==> config.mk <==
export PLATFORM = sky130hd
export DESIGN_NAME = ex_div
export DESIGN_NICKNAME = d
export VERILOG_FILES = /design/src/rtl/ex_div_pkg.sv /design/src/rtl/ex_div.sv
export SDC_FILE = /design/constraint.sdc
export NUM_CORES = 1
export LEC_CHECK = 0
export CORE_ASPECT_RATIO = 0.75
export CORE_UTILIZATION = 43
export DETAILED_ROUTE_END_ITERATION = 8
export GPL_ROUTABILITY_DRIVEN = 0
export HOLD_SLACK_MARGIN = 0.02
export SLEW_MARGIN = 15
export SYNTH_ARGS = -nofsm -noshare
export SYNTH_HDL_FRONTEND = slang
export SYNTH_SLANG_ARGS = --single-unit
export TNS_END_PERCENT = 30
==> constraint.sdc <==
create_clock -name clk -period 7.99 [get_ports clk]
set_input_delay 1.9975 -clock clk [delete_from_list [all_inputs] [get_ports clk]]
set_output_delay 1.9975 -clock clk [all_outputs]
set_load 0.005 [all_outputs]
==> src/rtl/ex_div_pkg.sv <==
// Shared divider definitions: FSM state encodings, handshake levels and the HI/LO bus width.
package ex_div_pkg;

  typedef enum logic [1:0] {
    DivFree   = 2'b00,
    DivByZero = 2'b01,
    DivOn     = 2'b10,
    DivEnd    = 2'b11
  } div_state_t;

  localparam logic DivResultReady    = 1'b1;
  localparam logic DivResultNotReady = 1'b0;
  localparam logic DivStart          = 1'b1;
  localparam logic DivStop           = 1'b0;
  localparam int   DoubleRegBus      = 64;

  // Magnitude of an operand; only negative values in signed mode are flipped.
  function automatic logic [31:0] abs32(input logic [31:0] v, input logic sgn);
    return (sgn && v[31]) ? -v : v;
  endfunction

endpackage

==> src/rtl/ex_div.sv <==
// Multi-cycle restoring divider for the EX stage: 32 shift-subtract steps, signed fixup on exit,
// result held in END until the pipeline drops start_i.
module ex_div
  import ex_div_pkg::*;
(
  input  logic                    clk,
  input  logic                    rst,
  input  logic                    start_i,
  input  logic                    signed_i,
  input  logic [31:0]             opdata1_i,
  input  logic [31:0]             opdata2_i,
  input  logic                    annul_i,
  output logic [DoubleRegBus-1:0] result_o,
  output logic                    ready_o,
  output logic                    stallreq_o
);

  div_state_t              state_reg, state_next;
  logic [5:0]              cnt_reg, cnt_next;
  logic [64:0]             work_reg, work_next;
  logic [31:0]             divisor_reg, divisor_next;
  logic                    negq_reg, negq_next;
  logic                    negr_reg, negr_next;
  logic [DoubleRegBus-1:0] result_reg, result_next;
  logic                    ready_reg, ready_next;

  // Working register: remainder in [64:32], dividend/quotient bits in [31:0].
  logic [64:0] shifted;
  logic [32:0] trial;
  logic        fits;
  logic [64:0] step;
  logic [31:0] quot, rem, fix_q, fix_r;

  always_comb begin
    shifted = work_reg << 1;
    fits    = shifted[64:32] >= {1'b0, divisor_reg};
    trial   = shifted[64:32] - {1'b0, divisor_reg};
    step    = fits ? {trial, shifted[31:1], 1'b1} : shifted;
    quot    = step[31:0];
    rem     = step[63:32];
    fix_q   = negq_reg ? -quot : quot;
    fix_r   = negr_reg ? -rem : rem;
  end

  always_comb begin
    state_next   = state_reg;
    cnt_next     = cnt_reg;
    work_next    = work_reg;
    divisor_next = divisor_reg;
    negq_next    = negq_reg;
    negr_next    = negr_reg;
    result_next  = result_reg;
    ready_next   = ready_reg;
    case (state_reg)
      DivFree: begin
        result_next = '0;
        ready_next  = DivResultNotReady;
        if (start_i == DivStart && !annul_i) begin
          divisor_next = abs32(opdata2_i, signed_i);
          negq_next    = signed_i & (opdata1_i[31] ^ opdata2_i[31]);
          negr_next    = signed_i & opdata1_i[31];
          work_next    = {33'b0, abs32(opdata1_i, signed_i)};
          cnt_next     = 6'd0;
          state_next   = (opdata2_i == 32'd0) ? DivByZero : DivOn;
        end
      end
      DivByZero: begin
        if (annul_i) begin
          state_next = DivFree;
        end else begin
          state_next  = DivEnd;
          result_next = '0;
          ready_next  = DivResultReady;
        end
      end
      DivOn: begin
        if (annul_i) begin
          state_next = DivFree;
        end else begin
          work_next = step;
          cnt_next  = cnt_reg + 6'd1;
          // The 32nd step lands directly in END so ready_o rises 33 cycles after acceptance.
          if (cnt_reg == 6'd31) begin
            state_next  = DivEnd;
            result_next = {fix_r, fix_q};
            ready_next  = DivResultReady;
          end
        end
      end
      DivEnd: begin
        if (start_i == DivStop) begin
          state_next  = DivFree;
          result_next = '0;
          ready_next  = DivResultNotReady;
        end
      end
      default: state_next = DivFree;
    endcase
  end

  always_ff @(posedge clk or negedge rst) begin
    if (!rst) begin
      state_reg   <= DivFree;
      cnt_reg     <= 6'd0;
      work_reg    <= '0;
      divisor_reg <= '0;
      negq_reg    <= 1'b0;
      negr_reg    <= 1'b0;
      result_reg  <= '0;
      ready_reg   <= DivResultNotReady;
    end else begin
      state_reg   <= state_next;
      cnt_reg     <= cnt_next;
      work_reg    <= work_next;
      divisor_reg <= divisor_next;
      negq_reg    <= negq_next;
      negr_reg    <= negr_next;
      result_reg  <= result_next;
      ready_reg   <= ready_next;
    end
  end

  assign result_o   = result_reg;
  assign ready_o    = ready_reg;
  assign stallreq_o = start_i & ~ready_reg;

endmodule
# After elaboration in Yosys (flattened, before gate mapping)
# Index checks and enable logic that the tools add are counted.
dict set report classes {
  magnitude_cmp 1
  bitwise 5
  addsub 6
  muxes 28
  reduce_logical 11
  eq_ne 10
}
# operator count
set op_table {}
lappend op_table {{$mux W64} 7}
lappend op_table {{$pmux W64 S4} 1}
lappend op_table {{$mux W32} 4}
lappend op_table {{$neg A32 Y32} 4}
lappend op_table {{$pmux W64 S2} 1}
lappend op_table {{$ge A33 B32 Y1} 1}
lappend op_table {{$logic_not A32 Y1} 1}
lappend op_table {{$sub A32 B32 Y32} 1}
lappend op_table {{$mux W2} 6}
lappend op_table {{$mux W6} 2}
lappend op_table {{$pmux W6 S2} 1}
lappend op_table {{$ne A2 B2 Y1 const B} 5}
lappend op_table {{$pmux W2 S4} 1}
lappend op_table {{$add A6 B1 Y6 const B} 1}
lappend op_table {{$eq A6 B5 Y1 const B} 1}
lappend op_table {{$reduce_and A3 Y1} 2}
lappend op_table {{$eq A2 B2 Y1 const B} 2}
lappend op_table {{$mux W1} 4}
lappend op_table {{$pmux W1 S4} 1}
lappend op_table {{$reduce_and A4 Y1} 1}
lappend op_table {{$and A1 B1 Y1} 3}
lappend op_table {{$logic_and A1 B1 Y1} 3}
lappend op_table {{$ne A3 B3 Y1 const B} 1}
lappend op_table {{$eq A2 B1 Y1 const B} 1}
lappend op_table {{other kinds (6)} 6}
dict set report totals {
  reg_bits 171
  wordCells 69
  output_inout_bits 66
  inputBits 69
}

# Logic depth before layout (Yosys ltp)
dict set report depth {
  depth_word 7
  mapped_depth 23
  depth_no_buf 18
}

# Worst setup path before layout
# Ideal clock, no wire load.
dict set report synth_timing {
  path_kind {register to register}
  start {register work_reg[35]}
  end {register result_reg[60] (netlist: result_o[60])}
  setup_ps 96
  t_arrival_ps 4391
  path_stages_with_launch 23
  required_time_ps 7894
  setup_slack_ps 3503
  path_buffers 5
  period_less_slack_ps 4487
  path_cell_list {dfrtp_1 ha_1 a21o_1 a31o_1 buf_6 o2111ai_4 a31oi_4 or2_1 buf_6 inv_6 buf_6 buf_2 buf_1 mux2i_1 ha_1 nand3_1 nor3_1 a31o_2 o2111ai_1 o21ai_0 o21ai_1 xor2_1 o31ai_1}
}
dict set report synth_via {
  elab_chain_len 7
  word_cells_on_any_way 8
  classes_between {add/sub: 2; order compare: 1; mux: 5}
}
# item line_no
set synth_lines {}
lappend synth_lines {{from (decl)} ex_div.sv:20} ;# logic [64:0] work_reg, work_next;
lappend synth_lines {{from (signal assigned)} ex_div.sv:114} ;# work_reg <= work_next;
lappend synth_lines {{$sub A32 B32 Y32 or $ge A33 B32 Y1 (tied branches)} {ex_div.sv:37, ex_div.sv:36}}
lappend synth_lines {{$mux W64 *} ex_div.sv:38} ;# step = fits ? {trial, shifted[31:1], 1'b1} : shifted;
lappend synth_lines {{$neg A32 Y32} ex_div.sv:42} ;# fix_r = negr_reg ? -rem : rem;
lappend synth_lines {{$mux W32 *} ex_div.sv:42}
lappend synth_lines {{$mux W64 *} ex_div.sv:83} ;# if (cnt_reg == 6'd31) begin
lappend synth_lines {{$mux W64 *} ex_div.sv:77} ;# if (annul_i) begin
lappend synth_lines {{$pmux W64 S4 *} ex_div.sv:54} ;# case (state_reg)
lappend synth_lines {{to (signal assigned)} ex_div.sv:118} ;# result_reg <= result_next;
lappend synth_lines {{to (decl)} ex_div.sv:24} ;# logic [DoubleRegBus-1:0] result_reg, result_next;
# Mark *: on every way between the ends. The rest lies on a longest branch, timed or not. The select of a mux whose other input is x is not followed.
# A chain may end at the register's enable or synchronous reset.

# Worst setup path in the final report
dict set report layout_timing {
  start {input port start_i}
  end {output port stallreq_o}
}
dict set report layout_via {
  elab_chain_len 1
}
# item line_no
set layout_lines {}
lappend layout_lines {{from (decl)} ex_div.sv:8} ;# input logic start_i,
lappend layout_lines {{$and A1 B1 Y1} ex_div.sv:125} ;# assign stallreq_o = start_i & ~ready_reg;
lappend layout_lines {{to (decl)} ex_div.sv:15} ;# output logic stallreq_o
# No other way between the ends.

==> flow_results.xml <==
<?xml version="1.0" encoding="UTF-8"?>
<metrics>
  <group name="run_status">
    <metric name="outcome" unit="">finished clean</metric>
  </group>
  <group name="synth">
    <metric name="synth.ff_latch_count" unit="">171</metric>
    <metric name="synth-edff-count" unit="">0</metric>
    <metric name="yosys_synthesis_warning_count" unit="">0</metric>
    <metric name="netlist-cell-type-count" unit="">94</metric>
    <metric name="synth_top_area_frac" unit="">0.3465</metric>
    <metric name="most_used_flip_flop_cell_after_synthesis" unit="">sky130_fd_sc_hd__dfrtp_1</metric>
    <metric name="syn_area_per_cell" unit="um2">8.184</metric>
    <metric name="ys_seq_area_frac" unit="">0.3465</metric>
    <metric name="synth-async-reset-ratio" unit="">1.000</metric>
    <metric name="synth_fp_nets" unit="">1621</metric>
    <metric name="syn-instance-count" unit="">1509</metric>
    <metric name="synth.top_cells.by_area" unit="">sky130_fd_sc_hd__dfrtp_1, sky130_fd_sc_hd__o21ai_0, sky130_fd_sc_hd__nand2_1</metric>
    <metric name="yosys.area.top_type" unit="">sky130_fd_sc_hd__dfrtp_1</metric>
    <metric name="synth.cell_area" unit="um2">12350</metric>
  </group>
  <group name="setup_path">
    <metric name="crit_required" unit="ns">5.99</metric>
    <metric name="path_class" unit="">input pin to output pin</metric>
    <metric name="reg2reg_to" unit="">result_o[56]</metric>
    <metric name="crit_path_start_kind" unit="">input pin</metric>
    <metric name="launching_point_of_the_worst_reg2reg_path" unit="">work_reg[49]</metric>
    <metric name="cp_max_fo" unit="">4</metric>
    <metric name="worstRegToRegCells" unit="">16</metric>
    <metric name="arrival" unit="ns">3.19</metric>
    <metric name="end_kind" unit="">output pin</metric>
    <metric name="timing.reg2reg.setup_slack" unit="ns">2.98</metric>
  </group>
  <group name="sta">
    <metric name="period_needed" unit="ns">5.189</metric>
    <metric name="drv_slew" unit="">0</metric>
    <metric name="rsz0062_at_grt" unit="">no</metric>
    <metric name="fin_setup_tns" unit="ns">0</metric>
    <metric name="finalSetupViolCount" unit="">0</metric>
    <metric name="layout_worst_path_cycle_share" unit="">0.6494</metric>
    <metric name="final.setup_skew" unit="ns">0.01316</metric>
    <metric name="holdWs" unit="ns">0.4755</metric>
    <metric name="max_clock_freq" unit="MHz">192.7</metric>
    <metric name="tightestPinTransition" unit="ns">1.007</metric>
    <metric name="hold_viol" unit="">0</metric>
    <metric name="maxSlewHeadroom" unit="">0.3270</metric>
  </group>
  <group name="placement">
    <metric name="port-buffer-count" unit="">134</metric>
    <metric name="dp.cells" unit="">1945</metric>
    <metric name="dp.final_hpwl" unit="mm">29.12</metric>
  </group>
  <group name="routing">
    <metric name="routed_via_density" unit="">5.792</metric>
    <metric name="dr_pass1_iterations" unit="">5</metric>
    <metric name="drtIter0Drc" unit="">1065</metric>
    <metric name="vias" unit="">11460</metric>
    <metric name="wire_per_inst" unit="um">19.25</metric>
    <metric name="totalWireLength" unit="mm">38.08</metric>
    <metric name="drc_violations_left" unit="">0</metric>
    <metric name="ant_nets" unit="">0</metric>
  </group>
  <group name="grt">
    <metric name="grt_pass1_vias" unit="">10390</metric>
    <metric name="pin_count_of_the_biggest_net_entering_global_routing" unit="">79</metric>
    <metric name="grt_antenna_before_repair" unit="">0</metric>
    <metric name="globalRouteOverflowTotal" unit="">0</metric>
    <metric name="grt_first_pass_wirelength" unit="mm">59.61</metric>
    <metric name="global_route.usage.total" unit="">0.2643</metric>
  </group>
  <group name="floorplan">
    <metric name="floorplan.rows" unit="">53</metric>
    <metric name="design.core.area" unit="um2">28120</metric>
    <metric name="design.die.area" unit="um2">29410</metric>
    <metric name="floorplan.initialDensity" unit="">0.4392</metric>
    <metric name="io_pins" unit="">135</metric>
    <metric name="die_width" unit="um">197.7</metric>
    <metric name="dieHeight" unit="um">148.8</metric>
  </group>
  <group name="worst_hold_path">
    <metric name="worstHoldPathCells" unit="">2</metric>
    <metric name="timing.hold.worst.start" unit="">result_o[9]</metric>
    <metric name="hp-class" unit="">flop to flop</metric>
    <metric name="worst_hold_path.endpoint" unit="">result_o[9]</metric>
  </group>
  <group name="cts">
    <metric name="clk_pin_slew_worst_paths" unit="ns">0.07</metric>
    <metric name="post_cts_hold_buffer_count" unit="">0</metric>
    <metric name="postCtsResizedCells" unit="">0</metric>
    <metric name="tritoncts.num_buffers" unit="">17</metric>
    <metric name="ctsRootBufferMaster" unit="">sky130_fd_sc_hd__clkbuf_16</metric>
    <metric name="cts_max_path_buffers" unit="">2</metric>
    <metric name="clock-sinks" unit="">171</metric>
    <metric name="insertion_delay" unit="ns">0.45</metric>
    <metric name="htree_levels" unit="">4</metric>
    <metric name="post-cts-setup-buffer-count" unit="">0</metric>
    <metric name="cts_tree" unit="">built</metric>
  </group>
  <group name="finish">
    <metric name="flow.area_growth_from_synthesis" unit="%">16.72</metric>
    <metric name="finish.cell_count_without_fillers" unit="">1978</metric>
    <metric name="antenna_diode_count" unit="">0</metric>
    <metric name="nets" unit="">1692</metric>
    <metric name="drive_gt1_frac" unit="">0.05399</metric>
  </group>
  <group name="run">
    <metric name="cap_violations" unit="">0</metric>
  </group>
</metrics>
[metrics by stage]
stage               utilization  worst slack, ns  cell area, um2
finish                   0.5126            2.801           14410
global route             0.5126            2.601           14410
CTS                      0.5121            2.790           14400
detailed placement       0.4911            2.801           13810
global placement         0.4911            2.794           13810
floorplan                     -            3.503           12350
[cell usage after synthesis, types with 6 or more instances]
cell type                  instances
sky130_fd_sc_hd__o211ai_1         10
sky130_fd_sc_hd__and2_1           13
sky130_fd_sc_hd__a22o_1            6
sky130_fd_sc_hd__buf_2            14
sky130_fd_sc_hd__nor3_1           27
sky130_fd_sc_hd__or3_1            13
sky130_fd_sc_hd__o22ai_1          22
sky130_fd_sc_hd__xor2_1           76
sky130_fd_sc_hd__nor2b_1           7
sky130_fd_sc_hd__nand2b_1         13
sky130_fd_sc_hd__a211oi_1          7
sky130_fd_sc_hd__o31a_1            8
sky130_fd_sc_hd__buf_1             6
sky130_fd_sc_hd__ha_1             42
sky130_fd_sc_hd__buf_4            10
sky130_fd_sc_hd__a31oi_1          11
sky130_fd_sc_hd__mux2i_1          18
sky130_fd_sc_hd__o41ai_1          14
sky130_fd_sc_hd__inv_1            55
sky130_fd_sc_hd__a22oi_1          10
sky130_fd_sc_hd__nand3_1          19
sky130_fd_sc_hd__nor2_1          100
sky130_fd_sc_hd__dfrtp_1         171
sky130_fd_sc_hd__o31ai_1          34
sky130_fd_sc_hd__nand4_1          18
sky130_fd_sc_hd__nand2_1         225
sky130_fd_sc_hd__and3_1            7
sky130_fd_sc_hd__or4_1            14
sky130_fd_sc_hd__o21ai_1           6
sky130_fd_sc_hd__nor4_1           16
sky130_fd_sc_hd__o21ai_0         192
sky130_fd_sc_hd__buf_6             6
sky130_fd_sc_hd__xnor2_1          60
sky130_fd_sc_hd__a21o_1           10
sky130_fd_sc_hd__a21oi_1          93
sky130_fd_sc_hd__clkbuf_1         57
[how the worst max path moves through the flow]
stage                       startpoint  depth (start not counted)  slack (ns)      endpoint
after floorplan           work_reg[35]                         22        3.50  result_o[60]
after global placement         start_i                          4        2.79    stallreq_o
after detailed placement       start_i                          4        2.80    stallreq_o
after CTS                      start_i                          4        2.79    stallreq_o
after global routing      work_reg[49]                         17        2.60  result_o[60]
final                          start_i                          4        2.80    stallreq_o
[logic make-up after synthesis]
group,count (synthesis),share of synthesized area
buffers and inverters,150,0.05420
multiplexers,19,0.01550
AO/OA/AOI/OAI,479,0.2447
XOR/XNOR,136,0.09645
adder cells (fa/ha/maj),43,0.04417
flip-flops,171,0.3465
AND/OR/NAND/NOR,511,0.1985
[cells in the final DEF, fill, tap and decap left out, types with 7 or more instances in the layout]
cell                              instances
sky130_fd_sc_hd__xnor2_1                 60
sky130_fd_sc_hd__a21oi_1                 93
sky130_fd_sc_hd__o211ai_1                10
sky130_fd_sc_hd__nor4_1                  16
sky130_fd_sc_hd__nand2b_1                13
sky130_fd_sc_hd__nor3_1                  27
sky130_fd_sc_hd__o31ai_1                 34
sky130_fd_sc_hd__mux2i_1                 18
sky130_fd_sc_hd__clkbuf_16               17
sky130_fd_sc_hd__nand3_1                 18
sky130_fd_sc_hd__nor2b_1                  7
sky130_fd_sc_hd__nand2_1                225
sky130_fd_sc_hd__a31oi_1                 11
sky130_fd_sc_hd__or4_1                   14
sky130_fd_sc_hd__xor2_1                  76
sky130_fd_sc_hd__a21o_1                  10
sky130_fd_sc_hd__a22oi_1                 10
sky130_fd_sc_hd__buf_4                   11
sky130_fd_sc_hd__clkdlybuf4s50_1        133
sky130_fd_sc_hd__dfrtp_1                171
sky130_fd_sc_hd__o22ai_1                 22
sky130_fd_sc_hd__a211oi_1                 7
sky130_fd_sc_hd__and2_1                  13
sky130_fd_sc_hd__o31a_1                   8
sky130_fd_sc_hd__o21ai_0                192
sky130_fd_sc_hd__or3_1                   13
sky130_fd_sc_hd__inv_1                   55
sky130_fd_sc_hd__nor2_1                 100
sky130_fd_sc_hd__o41ai_1                 14
sky130_fd_sc_hd__and3_1                   7
sky130_fd_sc_hd__ha_1                    42
sky130_fd_sc_hd__nand4_1                 18
[cell type report]
cell class / count / area (um2)
Fill cell: 2836 / 13700
Timing Repair Buffer: 146 / 1440
Sequential cell: 171 / 4279
Inverter: 56 / 215.2
Clock buffer: 20 / 456.7
Multi-Input combinational cell: 1188 / 7406
Tap cell: 385 / 481.7
Clock inverter: 12 / 135.1
[worst max-delay path, stage by stage]
cell                              delay, ns
sky130_fd_sc_hd__clkdlybuf4s50_1       0.51
sky130_fd_sc_hd__inv_1                 0.07
sky130_fd_sc_hd__nor2_1                0.11
sky130_fd_sc_hd__clkdlybuf4s50_1       0.51
[routing by layer]
| metal | vias up | part of all wire | track usage |
|---|---|---|---|
| li1 | 5533 | - | - |
| met1 | 5451 | 0.52 | 0.4187 |
| met2 | 442 | 0.39 | 0.3514 |
| met3 | 30 | 0.082 | 0.06783 |
| met4 | 0 | 0.012 | 0.05581 |
| met5 | - | 0 | 0 |
Power is not shown: default switching activity piles up to over one toggle a cycle in this logic, so the estimate is an artifact.
